--- src/rtl/z80_io_initiator_pkg.sv ---
// Shared Z80 bus definitions: bus-cycle states, direction encoding and
// default timing constants. Also used by the cpm_io responder benches.
package z80_bus_pkg;

  // Z80 I/O cycle phases. TWA is the automatic I/O wait state, TW the
  // WAIT-stretched state.
  typedef enum logic [2:0] {
    IDLE = 3'd0,
    T1   = 3'd1,
    T2   = 3'd2,
    TWA  = 3'd3,
    TW   = 3'd4,
    T3   = 3'd5
  } z80_state_e;

  localparam logic DIR_IN  = 1'b0;
  localparam logic DIR_OUT = 1'b1;

  localparam int         DEF_TIMEOUT_CYCLES = 1023;
  localparam logic [7:0] FLOAT_BUS          = 8'hFF;

  // Strobes are high only in the phases where IORQ is asserted.
  function automatic logic is_strobe_state(z80_state_e s);
    return (s == T2) || (s == TWA) || (s == TW);
  endfunction

endpackage

--- src/rtl/z80_io_initiator_if.sv ---
// Request/response port plus Z80 I/O strobe bus of the initiator.
// master = initiator side, slave = requester/responder side.
interface z80_io_if;
  logic       req_valid;
  logic       req_ready;
  logic       req_write;
  logic [7:0] req_addr;
  logic [7:0] req_wdata;
  logic       rsp_valid;
  logic [7:0] rsp_rdata;
  logic       rsp_timeout;
  logic       io_rd;
  logic       io_wr;
  logic [7:0] io_adr;
  logic [7:0] io_wdata;
  logic [7:0] io_rdata;
  logic       io_ready;

  modport master (
    input  req_valid, req_write, req_addr, req_wdata, io_rdata, io_ready,
    output req_ready, rsp_valid, rsp_rdata, rsp_timeout,
           io_rd, io_wr, io_adr, io_wdata
  );

  modport slave (
    output req_valid, req_write, req_addr, req_wdata, io_rdata, io_ready,
    input  req_ready, rsp_valid, rsp_rdata, rsp_timeout,
           io_rd, io_wr, io_adr, io_wdata
  );
endinterface

--- src/rtl/z80_io_initiator_wait_timer.sv ---
// Saturating wait-state counter with clear/enable and a terminal flag.
// term is high when the next enabled count reaches LIMIT, so the caller
// can abort on the same edge the LIMIT-th wait cycle ends.
module z80_wait_timer #(
  parameter int W     = 10,
  parameter int LIMIT = 1023
) (
  input  logic         clk_4,
  input  logic         reset,
  input  logic         clr,
  input  logic         en,
  output logic [W-1:0] count,
  output logic         term
);

  localparam logic [W-1:0] LIM    = W'(LIMIT);
  localparam logic [W-1:0] LIM_M1 = W'(LIMIT - 1);

  // Clear wins over enable; the count holds at LIMIT instead of wrapping.
  always_ff @(posedge clk_4) begin
    if (!reset || clr)
      count <= '0;
    else if (en && (count != LIM))
      count <= count + W'(1);
  end

  assign term = (count >= LIM_M1);

endmodule

--- src/rtl/z80_io_initiator.sv ---
// Z80 I/O bus-cycle initiator: turns single-byte valid/ready requests into
// IN/OUT cycles (T1, T2, automatic wait, WAIT-stretched TW, T3) with a
// timeout on a responder that never releases WAIT.
module z80_io_initiator
  import z80_bus_pkg::*;
#(
  parameter int         TIMEOUT_CYCLES = DEF_TIMEOUT_CYCLES,
  parameter int         WAIT_W         = 10,
  parameter logic [7:0] TIMEOUT_RDATA  = FLOAT_BUS
) (
  input  logic              clk_4,
  input  logic              reset,
  z80_io_if.master          bus,
  output logic              busy,
  output logic [WAIT_W-1:0] wait_count
);

  z80_state_e        state, state_nxt;
  logic              dir_q;
  logic              ready_q;
  logic              tmo_q;
  logic [7:0]        adr_q;
  logic [7:0]        wdata_q;
  logic [7:0]        rdata_q;
  logic [WAIT_W-1:0] wcnt_q;
  logic [WAIT_W-1:0] tcount;
  logic              tterm;
  logic              accept;
  logic              tw_ok;
  logic              tw_tmo;
  logic              strobe;
  logic              timer_clr;
  logic              timer_en;

  assign accept    = bus.req_valid && ready_q && (state == IDLE);
  assign tw_ok     = (state == TW) && bus.io_ready;
  assign tw_tmo    = (state == TW) && !bus.io_ready && tterm;
  assign strobe    = is_strobe_state(state);
  assign timer_clr = (state == TWA);
  assign timer_en  = (state == TW) && !bus.io_ready;

  z80_wait_timer #(
    .W     (WAIT_W),
    .LIMIT (TIMEOUT_CYCLES)
  ) u_timer (
    .clk_4 (clk_4),
    .reset (reset),
    .clr   (timer_clr),
    .en    (timer_en),
    .count (tcount),
    .term  (tterm)
  );

  // State register; reset drops any cycle in flight without a response.
  always_ff @(posedge clk_4) begin
    if (!reset) state <= IDLE;
    else        state <= state_nxt;
  end

  // Bus-cycle sequencing; io_ready is only looked at in TW.
  always_comb begin
    state_nxt = state;
    case (state)
      IDLE:    if (accept) state_nxt = T1;
      T1:      state_nxt = T2;
      T2:      state_nxt = TWA;
      TWA:     state_nxt = TW;
      TW:      if (tw_ok || tw_tmo) state_nxt = T3;
      T3:      state_nxt = IDLE;
      default: state_nxt = IDLE;
    endcase
  end

  // Registered ready: held low through reset so nothing is accepted until
  // the cycle after release, then high exactly while the FSM is idle.
  always_ff @(posedge clk_4) begin
    if (!reset) ready_q <= 1'b0;
    else        ready_q <= (state_nxt == IDLE);
  end

  // Request latch and response capture.
  always_ff @(posedge clk_4) begin
    if (!reset) begin
      dir_q   <= DIR_IN;
      adr_q   <= '0;
      wdata_q <= '0;
      rdata_q <= '0;
      tmo_q   <= 1'b0;
      wcnt_q  <= '0;
    end else begin
      if (accept) begin
        adr_q   <= bus.req_addr;
        wdata_q <= bus.req_wdata;
        dir_q   <= bus.req_write ? DIR_OUT : DIR_IN;
      end
      if (tw_ok) begin
        rdata_q <= (dir_q == DIR_IN) ? bus.io_rdata : 8'h00;
        wcnt_q  <= tcount;
      end
      if (tw_tmo) begin
        rdata_q <= (dir_q == DIR_IN) ? TIMEOUT_RDATA : 8'h00;
        tmo_q   <= 1'b1;
        wcnt_q  <= WAIT_W'(TIMEOUT_CYCLES);
      end
      // Timeout flag lives only for the T3 response cycle.
      if (state == T3) tmo_q <= 1'b0;
    end
  end

  assign bus.req_ready   = ready_q;
  assign bus.rsp_valid   = (state == T3);
  assign bus.rsp_rdata   = rdata_q;
  assign bus.rsp_timeout = tmo_q;
  assign bus.io_rd       = strobe && (dir_q == DIR_IN);
  assign bus.io_wr       = strobe && (dir_q == DIR_OUT);
  assign bus.io_adr      = adr_q;
  assign bus.io_wdata    = wdata_q;
  assign busy            = (state != IDLE);
  assign wait_count      = wcnt_q;

endmodule

--- src/flat_wrapper.sv ---
// flat-port wrapper written by rule: the top's interface ports become plain ports
module z80_io_initiator_flat import z80_bus_pkg::*;
#(
  parameter int         TIMEOUT_CYCLES = DEF_TIMEOUT_CYCLES,
  parameter int         WAIT_W         = 10,
  parameter logic [7:0] TIMEOUT_RDATA  = FLOAT_BUS
)
  (clk_4, reset, busy, wait_count, bus_req_valid, bus_req_write, bus_req_addr, bus_req_wdata, bus_io_rdata, bus_io_ready, bus_req_ready, bus_rsp_valid, bus_rsp_rdata, bus_rsp_timeout, bus_io_rd, bus_io_wr, bus_io_adr, bus_io_wdata);
  z80_io_if bus_i ();
  input  logic clk_4;
  input  logic reset;
  output logic busy;
  output logic [WAIT_W-1:0] wait_count;
  input wire logic [$bits(bus_i.req_valid)-1:0] bus_req_valid;
  input wire logic [$bits(bus_i.req_write)-1:0] bus_req_write;
  input wire logic [$bits(bus_i.req_addr)-1:0] bus_req_addr;
  input wire logic [$bits(bus_i.req_wdata)-1:0] bus_req_wdata;
  input wire logic [$bits(bus_i.io_rdata)-1:0] bus_io_rdata;
  input wire logic [$bits(bus_i.io_ready)-1:0] bus_io_ready;
  output wire logic [$bits(bus_i.req_ready)-1:0] bus_req_ready;
  output wire logic [$bits(bus_i.rsp_valid)-1:0] bus_rsp_valid;
  output wire logic [$bits(bus_i.rsp_rdata)-1:0] bus_rsp_rdata;
  output wire logic [$bits(bus_i.rsp_timeout)-1:0] bus_rsp_timeout;
  output wire logic [$bits(bus_i.io_rd)-1:0] bus_io_rd;
  output wire logic [$bits(bus_i.io_wr)-1:0] bus_io_wr;
  output wire logic [$bits(bus_i.io_adr)-1:0] bus_io_adr;
  output wire logic [$bits(bus_i.io_wdata)-1:0] bus_io_wdata;
  assign bus_i.req_valid = bus_req_valid;
  assign bus_i.req_write = bus_req_write;
  assign bus_i.req_addr = bus_req_addr;
  assign bus_i.req_wdata = bus_req_wdata;
  assign bus_i.io_rdata = bus_io_rdata;
  assign bus_i.io_ready = bus_io_ready;
  assign bus_req_ready = bus_i.req_ready;
  assign bus_rsp_valid = bus_i.rsp_valid;
  assign bus_rsp_rdata = bus_i.rsp_rdata;
  assign bus_rsp_timeout = bus_i.rsp_timeout;
  assign bus_io_rd = bus_i.io_rd;
  assign bus_io_wr = bus_i.io_wr;
  assign bus_io_adr = bus_i.io_adr;
  assign bus_io_wdata = bus_i.io_wdata;
  z80_io_initiator #(.TIMEOUT_CYCLES(TIMEOUT_CYCLES), .WAIT_W(WAIT_W), .TIMEOUT_RDATA(TIMEOUT_RDATA)) u_core (.clk_4(clk_4), .reset(reset), .bus(bus_i), .busy(busy), .wait_count(wait_count));
endmodule
--- config.mk ---
export PLATFORM = sky130hd
export DESIGN_NAME = z80_io_initiator_flat
export DESIGN_NICKNAME = d
export VERILOG_FILES = /design/src/rtl/z80_io_initiator_pkg.sv /design/src/rtl/z80_io_initiator_if.sv /design/src/rtl/z80_io_initiator_wait_timer.sv /design/src/rtl/z80_io_initiator.sv /design/src/flat_wrapper.sv
export SDC_FILE = /design/constraint.sdc
export NUM_CORES = 1
export LEC_CHECK = 0
export ABC_AREA = 0
export ABC_CLOCK_PERIOD_IN_PS = 1700
export CORE_ASPECT_RATIO = 0.5
export CORE_MARGIN = 2
export CORE_UTILIZATION = 41
export DETAILED_ROUTE_END_ITERATION = 7
export GPL_TIMING_DRIVEN = 0
export PLACE_DENSITY = 0.77
export SYNTH_ARGS = -nofsm -noshare
export SYNTH_HDL_FRONTEND = slang
export SYNTH_HIERARCHICAL = 1
export SYNTH_SLANG_ARGS = --single-unit
--- constraint.sdc ---
create_clock -name clk_4 -period 1.7 [get_ports clk_4]
set_clock_uncertainty 0.05 [all_clocks]
set_input_delay 0.34 -clock clk_4 [delete_from_list [all_inputs] [get_ports clk_4]]
set_output_delay 0.34 -clock clk_4 [all_outputs]
set_load 0.03 [all_outputs]
==> results of run 1 <==
## critical path: stages (launching register included)
cell	delay [ns]
dfxtp_4	0.38
nor3b_4	0.22
buf_4	0.15
a21oi_2	0.03
nor2b_1	0.12
buf_4	0.17
## sequential cells by signal, indices dropped and copies added (netlist names)
name and count:
u_core/u_timer/count 10, u_core/wait_count 10, u_core/bus.io_adr 8, u_core/bus.io_wdata 8
u_core/bus.rsp_rdata 8, u_core/state 3, u_core/bus.req_ready 1, u_core/bus.rsp_timeout 1
u_core/dir_q 1
## placed cells by master, fill, tap and decap left out, drive strengths merged, types with 2 or more instances in the layout
| cell | instances |
|---|---|
| xnor2 | 2 |
| and3 | 7 |
| inv | 6 |
| a31oi | 4 |
| o221a | 10 |
| mux2i | 17 |
| a21oi | 12 |
| nand2 | 49 |
| nor3b | 2 |
| ha | 2 |
| dlygate4sd2 | 36 |
| buf | 27 |
| nor2b | 4 |
| o22ai | 8 |
| nor2 | 10 |
| clkdlybuf4s15 | 2 |
| clkbuf | 11 |
| a211oi | 3 |
| clkinv | 2 |
| a41oi | 2 |
| clkdlybuf4s50 | 28 |
| dfxtp | 50 |
| nor3 | 2 |
| nand3 | 3 |
| a31o | 2 |
| o21a | 3 |
## worst max-delay path by stage
stage | slack [ns] | endpoint | startpoint
2_1_floorplan | 0.03 | u_core/wait_count[2] | u_core/u_timer/count[0]
3_3_place_gp | -0.44 | u_core/u_timer/count[3] | bus_io_ready
3_5_place_dp | -0.47 | u_core/u_timer/count[4] | bus_io_ready
4_1_cts | -0.05 | u_core/u_timer/count[3] | u_core/state[0]
5_1_grt | -0.13 | u_core/u_timer/count[9] | u_core/state[1]
6_report | -0.07 | bus_io_wr | u_core/state[1]
## logic make-up after synthesis
group           after synthesis  share of synthesized area
simple gates                 83                      0.186
mux                          17                     0.0773
buf+inv                      23                     0.0676
xor+xnor                      3                     0.0119
fa+ha+maj                     2                     0.0114
compound gates               51                      0.191
flops                        50                      0.455
## through the flow
stage / hold slack [ns] / area [µm²] / instances / setup WS [ns] / setup TNS, ns
finish: 0.412 / 3270 / 389 / -0.0741 / -0.576
global route: 0.430 / 3270 / 389 / -0.126 / -2.04
CTS: 0.414 / 3140 / 381 / -0.0455 / -0.0455
detailed placement: 0.398 / 2980 / 367 / -0.466 / -14.00
global placement: 0.394 / 2980 / 367 / -0.442 / -13.62
floorplan: 0.401 / 2210 / 229 / 0.0276 / 0
## synth_stat cells, drive strengths merged (3+ instances only)
cell type  instances
a211oi             3
a21oi             12
a31oi              4
and3               7
buf               10
clkbuf             7
dfxtp             50
inv                6
mux2i             17
nand2             49
nand3              3
nor2              10
nor2b              4
o21a               3
o221a             10
o22ai              8
## cell type report
cell class / instances / area (µm²) / area share
plain buffers: 14 / 119 / 0.0364
clock buffers: 5 / 68.8 / 0.0210
clock inverters: 3 / 40.0 / 0.0122
inverters: 6 / 22.5 / 0.00689
multi-input cells: 156 / 1120 / 0.341
flip-flops and latches: 50 / 1020 / 0.312
well taps: 70 / 87.6 / 0.0268
repair buffers: 85 / 795 / 0.243
## metal layers
layer,vias to the layer above,track usage,share of wire
met1,999,0.214,0.43
met2,48,0.352,0.52
met5,-,0,0
met4,0,0.0549,0.0094
li1,994,-,-
met3,8,0.0386,0.037
## power groups by stage
stage	clock (µW)	sequential, µW	combinational, µW
final	834	1260	509
after global routing	900	1270	538
after global placement	0	1270	529
after CTS	842	1260	501
after detailed placement	0	1280	535
after floorplan	0	1350	248
## what timing repair did
item,in CTS,in global routing
gates resized for setup,83,10
hold buffers,0,0
setup buffers,9,6
cloned,0,2
setup endpoints to repair,76,32
pin swaps,4,5
==> results.yml, run 1 <==
yosys:
  synth_top_area_frac: 0.455
  netlist_area_mm2: 0.00220
  seq_area_frac_synth: 0.455
  async_reset_ff_frac: 0
  yosysUniqueCellTypes: 46
  syn_nets: 260
  synth_top_cell_by_area: "dfxtp_1"
  yosysWarningCount: 6
  syn_area_per_cell_um2: 9.61
  synth_flop_cell: "dfxtp_1"
  yosys-top-cells-area: "dfxtp_1 45%, nand2_1 8.4%, mux2i_1 7.7%"
  synth_edf_count: 0
  synthCells: 229
  ys_seq_elements: 50
cells_and_area:
  area_growth_pct: 48.6
  finalNetCount: 349
  utilization: 0.648
  fill_cells: 414
  drive_gt1_frac: 0.241
  diodes: 0
routing:
  dr_total_vias: 2049
  vias_per_cell: 5.27
  first_pass_iters: 4
  post_drt_wl_per_cell_um: 15.3
  drt-total-wl_mm: 5.94
  drcViolationCount: 0
  first_iter_violations: 65
  ant_nets: 0
clocking:
  clockBufferDepth: 2
  numCtsBuffers: 5
  cts_tree: "built"
  root_buffer: "clkbuf_8"
  clk_pin_slew_ns: 0.10
  cts.sinks: 50
  clock_latency_ns: 0.30
  htree_levels: 2
global_route:
  grt_use_total: 0.188
  grt_max_degree: 16
  overflow: 0
  first_global_vias: 2042
  grt_pass1_wl_mm: 9.16
  antenna_found_initial: 0
power_and_ir_drop:
  p_comb_frac: 0.196
  p_sw_frac: 0.275
  vdd_drop_max_mv: 0.373
  seqPwrFrac: 0.484
  p_per_area_mw_per_mm2: 796
  clockPowerShare: 0.321
  fin_total_pwr_uw: 2600
  power.internal_uw: 1890
  netSwitchingPower_uw: 714
  p_leak_uw: 0.00143
critical_path:
  reg2reg_depth: 7
  rr_endpoint: "u_core/u_timer/count[3]"
  r2r-start: "u_core/state[1]"
  end_kind: "output port"
  cp_data_arrival_time_ns: 1.38
  path_max_fanout: 5
  crit_type: "reg -> out"
  startpoint_type: "flop"
  r2r_slack_ns: -0.07
  required_ns: 1.31
sta:
  rsz0062_at_grt: "yes"
  slew_viol_final: 0
  min_period_ns: 1.77
  setup_slack_ns: -0.0741
  final-setup-viol-count: 12
  finalHoldViolCount: 0
  tightest_slew_ns: 0.453
  fmax_mhz: 564
  max-slew-margin-rel: 0.698
  min_period_over_period: 1.04
worst_hold_path:
  hold_path_startpoint: "u_core/bus.io_wdata[4]"
  hold_path_class: "reg -> reg"
  whs_path_depth: 2
  holdPathEnd: "u_core/bus.io_wdata[4]"
place:
  gp_congestion: 0.753
  portBuffers: 68
  dp_hpwl_mm: 3.88
outcome:
  status: "finished with violations"
  violations: "negative setup slack"
floorplan:
  row_count: 18
  initial_core_util: 0.436
  fp.dieH_um: 55.8
  core_mm2: 0.00504
  die_w_um: 108
  io-pin-count: 69
  die_area_mm2: 0.00601
job:
  cap_violations: 0
(Power assumes the default switching activity.)
==> inputs of run 2 (changes only) <==
--- a/config.mk
+++ b/config.mk
@@ -11,8 +11,9 @@
 export CORE_MARGIN = 2
 export CORE_UTILIZATION = 41
 export DETAILED_ROUTE_END_ITERATION = 7
+export DONT_BUFFER_PORTS = 1
 export GPL_TIMING_DRIVEN = 0
-export PLACE_DENSITY = 0.77
+export PLACE_DENSITY = 0.59
 export SYNTH_ARGS = -nofsm -noshare
 export SYNTH_HDL_FRONTEND = slang
 export SYNTH_HIERARCHICAL = 1
==> run 2 against run 1 <==
- flip-flop and latch count stayed put
- worst setup slack improved by 0.020 ns
- the run still ends with negative setup slack left
- combinational power is 40% lower
- highest routed layer unchanged
==> results.yml, run 2 (synthesis gave the netlist of run 1 again) <==
outcome:
  status: "finished with violations"
  violations: "negative setup slack"
global_route:
  overflow: 0
  grt_max_degree: 20
  grt_use_total: 0.170
  grt_pass1_wl_mm: 8.09
  first_global_vias: 1627
  antenna_found_initial: 0
sta:
  max-slew-margin-rel: 0.640
  min_period_ns: 1.75
  slew_viol_final: 0
  setup_slack_ns: -0.0538
  fmax_mhz: 570
  rsz0062_at_grt: "yes"
  final-setup-viol-count: 3
  min_period_over_period: 1.03
  whs_ns: 0.112
  finalHoldViolCount: 0
  tightest_slew_ns: 0.539
routing:
  drcViolationCount: 0
  first_iter_violations: 55
  post_drt_wl_per_cell_um: 15.8
  first_pass_iters: 4
  drt-total-wl_mm: 5.01
  dr_total_vias: 1747
  vias_per_cell: 5.49
  ant_nets: 0
critical_path:
  reg2reg_depth: 6
  crit_type: "reg -> out"
  path_max_fanout: 5
  startpoint_type: "flop"
  cp_data_arrival_time_ns: 1.36
  required_ns: 1.31
  end_kind: "output port"
power_and_ir_drop:
  p_sw_frac: 0.306
  p_per_area_mw_per_mm2: 917
  netSwitchingPower_uw: 730
  p_leak_uw: 0.000972
  clockPowerShare: 0.307
  seqPwrFrac: 0.565
  power.internal_uw: 1650
  vdd_drop_max_mv: 0.415
  fin_total_pwr_uw: 2380
  p_comb_frac: 0.128
job:
  cap_violations: 0
place:
  dp_hpwl_mm: 3.28
  portBuffers: 0
  dpl_cell_area_mm2: 0.00230
  gp_congestion: 0.790
  dp_slack_ns: -0.198
clocking:
  root_buffer: "clkbuf_8"
  hold_buffers: 0
  clock_latency_ns: 0.31
  htree_levels: 2
  cts_tree: "built"
  cts.sinks: 50
  clockBufferDepth: 2
  clk_pin_slew_ns: 0.11
  numCtsBuffers: 5
floorplan:
  die_w_um: 108
  io-pin-count: 69
  initial_core_util: 0.436
  die_area_mm2: 0.00601
  core_mm2: 0.00504
  fp.dieH_um: 55.8
  row_count: 18
cells_and_area:
  final_cell_mix: "47 x nand2_1, 42 x dfxtp_1, 17 x mux2i_1"
  diodes: 0
  fill_cells: 481
  utilization: 0.515
  finalNetCount: 278
  finalInstanceArea_mm2: 0.00260
  final_common_cell: "nand2_1"
  area_growth_pct: 18.0
  drive_gt1_frac: 0.286
worst_hold_path:
  whs_path_depth: 2
  hold_path_class: "in -> reg"
## run 2: cell types whose count changed in the layout (fill, tap and decap cells not counted), moves of 2 or more
cell,previous run,this run
dlygate4sd2_1,36,0
clkdlybuf4s50_1,28,0
buf_4,17,13
clkbuf_1,3,6
buf_2,2,0
clkbuf_2,2,0
clkdlybuf4s15_2,2,0
clkinv_2,2,0
clkinvlp_4,0,2
## run 2: metrics by stage
| stage | setup TNS (ns) | instances |
|---|---|---|
| 6_report | -0.0769 | 318 |
| 5_1_grt | -0.621 | 318 |
| 4_1_cts | -0.0610 | 315 |
| 3_5_place_dp | -1.64 | 299 |
| 3_3_place_gp | -1.49 | 299 |
| 2_1_floorplan | 0 | 229 |
## run 2: final cells by class
class | instances | area [µm²] | share of cell area
multi-input cells | 156 | 1150 | 0.441
clock buffers | 5 | 68.8 | 0.0265
inverters | 6 | 22.5 | 0.00867
clock inverters | 3 | 23.8 | 0.00915
plain buffers | 14 | 113 | 0.0434
repair buffers | 14 | 113 | 0.0434
flip-flops and latches | 50 | 1020 | 0.394
well taps | 70 | 87.6 | 0.0337
## run 2: worst paths after layout
| check | endpoint | start | slack (ns) |
|---|---|---|---|
| setup reg to reg | u_core/u_timer/count[4] | u_core/state[1] | 0 |
| hold reg to reg | u_core/dir_q | u_core/dir_q | 0.48 |
| setup / recovery | bus_io_wr | u_core/state[1] | -0.05 |
| hold / removal | u_core/bus.io_wdata[5] | bus_req_wdata[5] | 0.11 |
## run 2: critical path, stage by stage, from the launching register on
cell,delay (ns)
dfxtp_4,0.38
nor3b_4,0.26
buf_6,0.15
a21oi_4,0.04
nor2b_4,0.23
## run 2: power by group through the flow
stage	clock (µW)	sequential (µW)	combinational (µW)
final	732	1350	305
after global routing	806	1350	333
after CTS	746	1350	305
after detailed placement	0	1360	288
after global placement	0	1360	280
after floorplan	0	1350	248
## run 2: what timing repair did
action / CTS / global route
buffers inserted: 11 / 3
endpoints found under the setup margin: 23 / 24
pin swaps: 6 / 3
resized for setup: 23 / 14
## run 2: metal layers
metal / global-route usage / up-vias / share of wire
li1: - / 851 / -
met1: 0.213 / 846 / 0.44
met2: 0.280 / 43 / 0.49
met3: 0.0539 / 7 / 0.056
met4: 0.0495 / 0 / 0.013
met5: 0 / - / 0
==> inputs of run 3 (changes only) <==
--- a/config.mk
+++ b/config.mk
@@ -6,7 +6,8 @@
 export NUM_CORES = 1
 export LEC_CHECK = 0
 export ABC_AREA = 0
-export ABC_CLOCK_PERIOD_IN_PS = 1700
+export ABC_CLOCK_PERIOD_IN_PS = 1500
+export CAP_MARGIN = 20
 export CORE_ASPECT_RATIO = 0.5
 export CORE_MARGIN = 2
 export CORE_UTILIZATION = 41
==> constraint.sdc (replaced) <==
create_clock -name clk_4 -period 1.5 [get_ports clk_4]
set_clock_uncertainty 0.05 [all_clocks]
set_input_delay 0.3 -clock clk_4 [delete_from_list [all_inputs] [get_ports clk_4]]
set_output_delay 0.3 -clock clk_4 [all_outputs]
set_load 0.03 [all_outputs]
==> run 3 against run 2 <==
- largest power group unchanged
- register-to-register slack worse by 0.22 ns
- highest routed layer unchanged
- the flow still finishes with violations (negative setup slack)
- critical path depth up 3
- global-route usage up 2.5 points
==> results.yml, run 3 (synthesis gave the netlist of run 1 again) <==
cells_and_area:
  final_cell_mix: "47 x nand2_1, 37 x dfxtp_1, 34 x buf_4"
  fill_cells: 418
  utilization: 0.617
  finalInstanceArea_mm2: 0.00311
  regArea_mm2: 0.00104
  multi_input_area_mm2: 0.00133
  final_common_cell: "nand2_1"
  area_growth_pct: 41.4
  drive_gt1_frac: 0.457
  final_cells: 346
  diodes: 0
  finalNetCount: 306
routing:
  first_pass_iters: 4
  ant_nets: 0
  drt-total-wl_mm: 5.79
  dr_total_vias: 1835
  post_drt_wl_per_cell_um: 16.7
  first_iter_violations: 78
  vias_per_cell: 5.30
  drcViolationCount: 0
place:
  portBuffers: 0
  dp_hpwl_mm: 3.35
  gp_congestion: 0.800
  dpl_cell_area_mm2: 0.00235
  dp_cells: 299
sta:
  finalHoldViolCount: 0
  min_period_over_period: 1.15
  tightest_slew_ns: 0.628
  min_period_ns: 1.72
  slew_viol_final: 0
  rsz0062_at_grt: "yes"
  fmax_mhz: 581
  setup_slack_ns: -0.222
  max-slew-margin-rel: 0.581
  whs_ns: 0.0750
  final-setup-viol-count: 48
global_route:
  grt_max_degree: 17
  grt_pass1_wl_mm: 9.17
  grt_use_total: 0.195
  antenna_found_initial: 0
  overflow: 0
  first_global_vias: 1866
floorplan:
  io-pin-count: 69
  core_mm2: 0.00504
  fp.dieH_um: 55.8
  initial_core_util: 0.436
  die_w_um: 108
  row_count: 18
  die_area_mm2: 0.00601
clocking:
  cts_tree: "built"
  htree_levels: 2
  clk_pin_slew_ns: 0.10
  clockBufferDepth: 2
  root_buffer: "clkbuf_8"
  hold_buffers: 0
  clock_latency_ns: 0.30
  cts.sinks: 50
  numCtsBuffers: 5
critical_path:
  cp_data_arrival_time_ns: 1.87
  crit_chain: "inv_4, ha_4, o2111a_1, o21a_1, buf_6, buf_12, o221a_4"
  cp.buffers_inverters: 3
  cp_top_family: "compound AO/OA/AOI/OAI gates"
  required_ns: 1.65
  r2r-start: "u_core/u_timer/count[0]"
  rr_endpoint: "u_core/wait_count[8]"
  crit_type: "reg -> reg"
  r2r_slack_ns: -0.22
  crit_path_max_incr_delay_ns: 0.38
  path_max_fanout: 4
  crit_slowest_cell: "dfxtp_4"
  cp_num_cells: 7
  crit_start: "u_core/u_timer/count[0]"
  end_kind: "flop"
  reg2reg_depth: 7
  startpoint_type: "flop"
  crit_end: "u_core/wait_count[8]"
outcome:
  violations: "negative setup slack"
  status: "finished with violations"
power_and_ir_drop:
  fin_total_pwr_uw: 2900
  p_leak_uw: 0.00119
  vdd_drop_max_mv: 0.618
  p_per_area_mw_per_mm2: 932
job:
  cap_violations: 0
worst_hold_path:
  hold_path_class: "in -> reg"
## run 3: changes by cell type in the layout (fill, tap and decap cells not counted), sizes merged
cell,before,now
clkinvlp,2,1
bufinv,0,1
buf,21,49
## run 3: report_power, final
group	switching [µW]	internal, µW
clock network	464	498
registers	141	1370
logic	216	208
total	821	2080
## run 3: stage by stage
| step | setup slack (ns) | TNS, ns |
|---|---|---|
| after floorplan | -0.126 | -1.12 |
| after global placement | -0.265 | -5.64 |
| after detailed placement | -0.272 | -6.27 |
| after CTS | -0.188 | -6.14 |
| after global routing | -0.261 | -8.50 |
| final | -0.222 | -6.33 |
## run 3: area by class of cell
cell class / count / share of cell area
clock inverters: 3 / 0.0141
plain buffers: 13 / 0.0354
flip-flops and latches: 50 / 0.335
multi-input cells: 156 / 0.427
clock buffers: 5 / 0.0221
repair buffers: 43 / 0.130
inverters: 6 / 0.00804
well taps: 70 / 0.0281
## run 3: worst min-delay path by stage
stage	to	slack (ns)	depth (start not counted)	startpoint
after detailed placement	u_core/bus.io_adr[2]	0.41	2	bus_req_addr[2]
final	u_core/bus.io_adr[6]	0.07	2	bus_req_addr[6]
after CTS	u_core/bus.io_adr[6]	0.07	2	bus_req_addr[6]
after floorplan	u_core/dir_q	0.39	2	bus_req_write
after global routing	u_core/bus.io_wdata[0]	0.06	2	bus_req_wdata[0]
after global placement	u_core/bus.io_adr[1]	0.40	2	bus_req_addr[1]
## run 3: what timing repair did
item	4_1_cts	5_1_grt
endpoints found under the setup margin	46	51
resized for setup	46	33
gates cloned	3	0
pin swaps	14	14
hold endpoints to repair	0	0
buffers inserted	25	15
## run 3: per-layer routing
layer | share of wire | GRT usage | vias up
met4 | 0.0043 | 0.0348 | 0
li1 | - | - | 911
met3 | 0.048 | 0.0585 | 3
met5 | 0 | 0 | -
met2 | 0.50 | 0.345 | 42
met1 | 0.45 | 0.237 | 879
